===== config.mk =====
export PLATFORM = sky130hd
export DESIGN_NAME = serial_adder
export DESIGN_NICKNAME = d
export VERILOG_FILES = /design/src/rtl/serial_adder_pkg.sv /design/src/rtl/serial_adder_chunk.sv /design/src/rtl/serial_adder.sv
export SDC_FILE = /design/constraint.sdc
export NUM_CORES = 1
export LEC_CHECK = 0
export CAP_MARGIN = 20
export CORE_MARGIN = 2
export CORE_UTILIZATION = 37
export DETAILED_ROUTE_END_ITERATION = 6
export PLACE_DENSITY_LB_ADDON = 0.1
export SYNTH_ARGS = -nofsm -noshare
export SYNTH_HDL_FRONTEND = slang
export SYNTH_SLANG_ARGS = --single-unit

===== constraint.sdc =====
create_clock -name clk -period 5.35 [get_ports clk]
set_clock_uncertainty 0.2 [all_clocks]
set_input_delay 1.07 -clock clk [delete_from_list [all_inputs] [get_ports clk]]
set_output_delay 1.07 -clock clk [all_outputs]
set_load 0.05 [all_outputs]

===== src/rtl/serial_adder_pkg.sv =====
`default_nettype none
// +----------------------------------------------------------------------+
// | serial_adder_pkg                                                     |
// | Shared state type and default sizing for the chunked serial adder.   |
// | Rev 1.0                                                              |
// +----------------------------------------------------------------------+
package serial_adder_pkg;

  // Operation sequencing: wait for a request, walk the chunks, present result
  typedef enum logic [1:0] {
    IDLE = 2'd0,
    RUN  = 2'd1,
    DONE = 2'd2
  } state_t;

  localparam int c_DEFAULT_WIDTH = 32;
  localparam int c_DEFAULT_CHUNK = 4;

endpackage : serial_adder_pkg
`default_nettype wire


===== src/rtl/serial_adder_chunk.sv =====
`default_nettype none
// +----------------------------------------------------------------------+
// | adder_chunk                                                          |
// | Combinational CHUNK-bit ripple-carry adder. Besides the carry out it |
// | exposes the carry into its most significant bit so the parent can    |
// | derive signed overflow from the top chunk.                           |
// | Rev 1.0                                                              |
// +----------------------------------------------------------------------+
module adder_chunk #(
  parameter int CHUNK = 4
) (
  input  logic [CHUNK-1:0] i_a,
  input  logic [CHUNK-1:0] i_b,
  input  logic             i_cin,
  output logic [CHUNK-1:0] o_sum,
  output logic             o_cout,
  output logic             o_cmsb
);

  // w_c[k] is the carry into bit k; w_c[CHUNK] is the carry out
  logic [CHUNK:0] w_c;

  assign w_c[0] = i_cin;

  for (genvar k = 0; k < CHUNK; k++) begin : g_bit
    assign o_sum[k]  = i_a[k] ^ i_b[k] ^ w_c[k];
    assign w_c[k+1]  = (i_a[k] & i_b[k]) | (w_c[k] & (i_a[k] ^ i_b[k]));
  end

  assign o_cout = w_c[CHUNK];
  assign o_cmsb = w_c[CHUNK-1];

endmodule : adder_chunk
`default_nettype wire


===== src/rtl/serial_adder.sv =====
`default_nettype none
// +----------------------------------------------------------------------+
// | serial_adder                                                         |
// | Multi-cycle adder that processes CHUNK bits per clock, least         |
// | significant chunk first. Result, carry out and signed overflow are   |
// | held from the DONE pulse until the next accepted start.              |
// | Optional feature: define SERIAL_ADDER_SUB_EN to add the sub port,    |
// | which turns the operation into a - b (a + ~b + 1).                   |
// | Rev 1.0                                                              |
// +----------------------------------------------------------------------+
module serial_adder
  import serial_adder_pkg::*;
#(
  parameter int WIDTH = c_DEFAULT_WIDTH,
  parameter int CHUNK = c_DEFAULT_CHUNK
) (
  input  logic             clk,
  input  logic             reset,
  input  logic             start,
  input  logic [WIDTH-1:0] a,
  input  logic [WIDTH-1:0] b,
  input  logic             carryin,
`ifdef SERIAL_ADDER_SUB_EN
  input  logic             sub,
`endif
  output logic             busy,
  output logic             done,
  output logic [WIDTH-1:0] sum,
  output logic             carryout,
  output logic             overflow
);

  localparam int c_NCHUNK = WIDTH / CHUNK;
  // Keep the index at least one bit wide so the single-chunk case elaborates
  localparam int c_IDX_W  = (c_NCHUNK > 1) ? $clog2(c_NCHUNK) : 1;
  localparam logic [c_IDX_W-1:0] c_LAST = c_IDX_W'(c_NCHUNK - 1);

  state_t             r_state;
  logic [c_IDX_W-1:0] r_idx;
  logic [WIDTH-1:0]   r_a;
  logic [WIDTH-1:0]   r_b;      // already inverted when subtracting
  logic               r_carry;  // running carry between chunks
  logic [WIDTH-1:0]   r_sum;
  logic               r_cout;
  logic               r_ovf;
  logic               r_busy;
  logic               r_done;

  logic [CHUNK-1:0]   w_chunk_a;
  logic [CHUNK-1:0]   w_chunk_b;
  logic [CHUNK-1:0]   w_chunk_sum;
  logic               w_chunk_cout;
  logic               w_chunk_cmsb;
  logic [WIDTH-1:0]   w_b_eff;
  logic               w_cin_eff;

  // Subtraction is folded into operand capture so the datapath only ever adds
`ifdef SERIAL_ADDER_SUB_EN
  assign w_b_eff   = sub ? ~b : b;
  assign w_cin_eff = sub ? 1'b1 : carryin;
`else
  assign w_b_eff   = b;
  assign w_cin_eff = carryin;
`endif

  assign w_chunk_a = r_a[r_idx*CHUNK +: CHUNK];
  assign w_chunk_b = r_b[r_idx*CHUNK +: CHUNK];

  adder_chunk #(
    .CHUNK (CHUNK)
  ) u_adder_chunk (
    .i_a    (w_chunk_a),
    .i_b    (w_chunk_b),
    .i_cin  (r_carry),
    .o_sum  (w_chunk_sum),
    .o_cout (w_chunk_cout),
    .o_cmsb (w_chunk_cmsb)
  );

  // Control FSM and result registers; the final chunk also latches the flags
  always_ff @(posedge clk) begin
    if (reset) begin
      r_state <= IDLE;
      r_idx   <= '0;
      r_a     <= '0;
      r_b     <= '0;
      r_carry <= 1'b0;
      r_sum   <= '0;
      r_cout  <= 1'b0;
      r_ovf   <= 1'b0;
      r_busy  <= 1'b0;
      r_done  <= 1'b0;
    end else begin
      r_done <= 1'b0;
      case (r_state)
        IDLE, DONE: begin
          if (start) begin
            r_a     <= a;
            r_b     <= w_b_eff;
            r_carry <= w_cin_eff;
            r_idx   <= '0;
            r_busy  <= 1'b1;
            r_state <= RUN;
          end else begin
            r_state <= IDLE;
          end
        end
        RUN: begin
          r_sum[r_idx*CHUNK +: CHUNK] <= w_chunk_sum;
          r_carry                     <= w_chunk_cout;
          if (r_idx == c_LAST) begin
            // Top chunk: its carries are the carries around bit WIDTH-1
            r_cout  <= w_chunk_cout;
            r_ovf   <= w_chunk_cmsb ^ w_chunk_cout;
            r_idx   <= '0;
            r_busy  <= 1'b0;
            r_done  <= 1'b1;
            r_state <= DONE;
          end else begin
            r_idx <= r_idx + c_IDX_W'(1);
          end
        end
        default: begin
          r_busy  <= 1'b0;
          r_state <= IDLE;
        end
      endcase
    end
  end

  assign busy     = r_busy;
  assign done     = r_done;
  assign sum      = r_sum;
  assign carryout = r_cout;
  assign overflow = r_ovf;

endmodule : serial_adder
`default_nettype wire


==> results.yml <==
timing:
  hold_viol: 0
  min_period_ns: 3.81
  setup_tns_ns: 0
  slew_headroom_pct: 29.2
  finalCritPeriodShare_pct: 71.2
  fmax_mhz: 263
  setup_viol: 0
  worst_slew_pin_slew_ns: 1.06
  drv_slew: 0
  rsz0062_at_grt: "false"
setup_path:
  end_kind: "flip-flop"
  path_cells: "mux4_2 > mux2i_1 > fa_1 > fa_1 > inv_1 > fa_1 > fa_1 > and2b_2 > nand4_1 > a21oi_1"
  cp_slowest_cell: "dfxtp_1"
  crit_fanout: 23
  cp.required_ns: 5.33
  worstSetupPathType: "flip-flop to flip-flop"
  critPathMaxStageDelay_ns: 0.98
  r2r-end: "sum[19]$_SDFFE_PP0P_"
  crit_arrival_ns: 3.79
  r2r_slack_ns: 1.54
  cp_common_cell: "fa_1"
  worstRegToRegCells: 10
  worstSetupStartpoint: "r_idx[1]$_SDFFE_PP0P_"
  critPathLaunchType: "flip-flop"
  rr_startpoint: "r_idx[1]$_SDFFE_PP0P_"
routing:
  drt_iter0_markers: 224
  drt-total-wl_mm: 11.2
  wire_per_inst_um: 14.5
  wl_met2_mm: 5.23
  num_vias: 3794
  ant_nets: 0
  first_pass_iters: 5
  vias_per_cell: 4.92
  top_layer: "met4"
  drc_errors: 0
  wl_met1_mm: 5.32
  met3_wirelength_um: 548
logic_synthesis:
  netlist_area_um2: 4650
  synth_ff_type: "dfxtp_1"
  yosysSeqAreaShare_pct: 45.6
  ys_types: 42
  ys.warnings.count: 0
  synth_cells: 521
  synthArstFlopShare_pct: 0
  syn_area_per_cell_um2: 8.93
  synth_nets: 597
  synth.ff_latch_count: 106
  synth-edff-count: 0
clock_network:
  path_clk_slew_ns: 0.08
  clock_path_buffers: 2
  cts_buffers: 9
  ctsResizeCount: 0
  cts_max_level: 3
  clock-sinks: 106
  clk_latency_ns: 0.34
  cts_root_buffer: "clkbuf_16"
  post_cts_buffers: 0
  holdBufCountCts: 0
  tritoncts: "built"
placement:
  io_buffers: 103
  place_congestion: 0.799
  placed_area_um2: 5720
  place_hpwl_mm: 8.02
floorplanning:
  fp.dieH_um: 116
  start_util_pct: 38.3
  core_um2: 12200
  pin_count: 104
  rows: 40
  die_area_um2: 13500
  die_w_um: 116
grt:
  grt_overflow: 0
  antenna_found_initial: 0
  grt_pass1_vias: 3645
  grt_max_degree: 115
  grt_pass1_wl_mm: 18.3
  grt_usage_pct: 17.3
min_path:
  holdPathStages: 2
  hp-class: "flip-flop to flip-flop"
  whs_endpoint: "r_b[31]$_SDFFE_PP0P_"
  hp-start: "r_b[31]$_SDFFE_PP0P_"
run:
  maxCapViolCount: 0
status:
  outcome: "completed"
pwr:
  leakagePower_uw: 0.00228
  p_per_area_nw_per_um2: 286
  irDropWorstVdd_mv: 0.203
layout:
  num_antenna_cells: 0
  n_fill_cell: 1198
  fin_area_um2: 6020
  syn2layout_area_growth_pct: 29.4
  drive_above_1_share_pct: 8.29
  final-seq-area_um2: 2120
  layout.nets: 674
  multi_input_area_um2: 2320
==> power by group <==
part           total (uW)  switching, uW  internal [uW]
clock network         635            310            325
logic                 240            126            114
registers             848           24.6            823
total                1720            460           1260
==> registers in the layout, summed over array words and instances, names as in the netlist <==
register / count
r_carry: 1
overflow: 1
busy: 1
r_b: 32
r_state: 2
done: 1
sum: 32
r_a: 32
r_idx: 3
carryout: 1
==> cell usage after synthesis (all sizes together) (9+ instances only) <==
master / number / area (um^2)
clkbuf: 26 / 109
buf: 15 / 93.8
mux2i: 24 / 240
mux4: 16 / 360
o21ai: 9 / 45.0
dfxtp: 106 / 2120
nand3: 9 / 45.0
nand2: 145 / 544
nor2: 9 / 33.8
a21oi: 79 / 395
nand2b: 22 / 138
==> layout by cell type, fill, tap and decap left out, types with 5 or more instances in the layout <==
master and n:
nand2_1 145, dfxtp_1 106, clkdlybuf4s50_1 102, a21oi_1 79
mux2i_1 24, nand2b_1 21, mux4_2 16, nand3_1 9
nor2_1 9, clkbuf_16 9, o21ai_0 7, nand3b_1 6
nand4_1 6, inv_1 5
==> per-stage QoR <==
step,instances,util (%),hold slack [ns],setup slack (ns),total power (uW)
global route,771,49.5,0.272,1.30,1810
global placement,754,47.0,0.242,1.28,1100
finish,771,49.5,0.252,1.54,1720
detailed placement,754,47.0,0.243,1.25,1110
floorplan,521,-,0.233,1.89,1010
CTS,770,49.4,0.254,1.21,1740
==> layout make-up <==
class                      count  area share [%]
clock buffer                   9            3.74
clock inverter                 7           0.997
inverter                       6           0.374
multi-input combinational    368            38.5
sequential                   106            35.2
tap                          168            3.49
timing repair buffer         107            17.7
==> worst max-delay path, delay by kind of cell (launching register included) <==
family | cells | cell delay, ns
simple gates | 2 | 0.31
buf+inv | 1 | 0.08
flops | 1 | 0.98
compound gates | 1 | 0.06
mux | 2 | 0.48
fa+ha+maj | 4 | 1.53
==> worst max path at each step <==
stage	to	slack, ns	cells past startpoint
2_1_floorplan	sum[19]$_SDFFE_PP0P_	1.89	12
3_3_place_gp	sum[19]$_SDFFE_PP0P_	1.28	10
3_5_place_dp	sum[19]$_SDFFE_PP0P_	1.25	10
4_1_cts	sum[19]$_SDFFE_PP0P_	1.21	10
5_1_grt	sum[19]$_SDFFE_PP0P_	1.30	10
6_report	sum[19]$_SDFFE_PP0P_	1.54	10
==> per-layer routing <==
metal	GRT usage [%]	up-vias
li1	-	1929
met1	24.3	1752
met2	27.7	105
met3	3.17	8
met4	4.68	0
met5	0	-
==> cell families (layout without fill, tap and decap cells) <==
logic type	after synthesis	count (layout)	synth area share [%]
AO/OA/AOI/OAI	98	98	11.2
multiplexers	40	40	12.9
flip-flops	106	106	45.6
AND/OR/NAND/NOR	221	221	22.5
adder cells (fa/ha/maj)	8	8	2.80
XOR/XNOR	1	1	0.188
buffers and inverters	47	129	4.84
(Power assumes the default switching activity.)
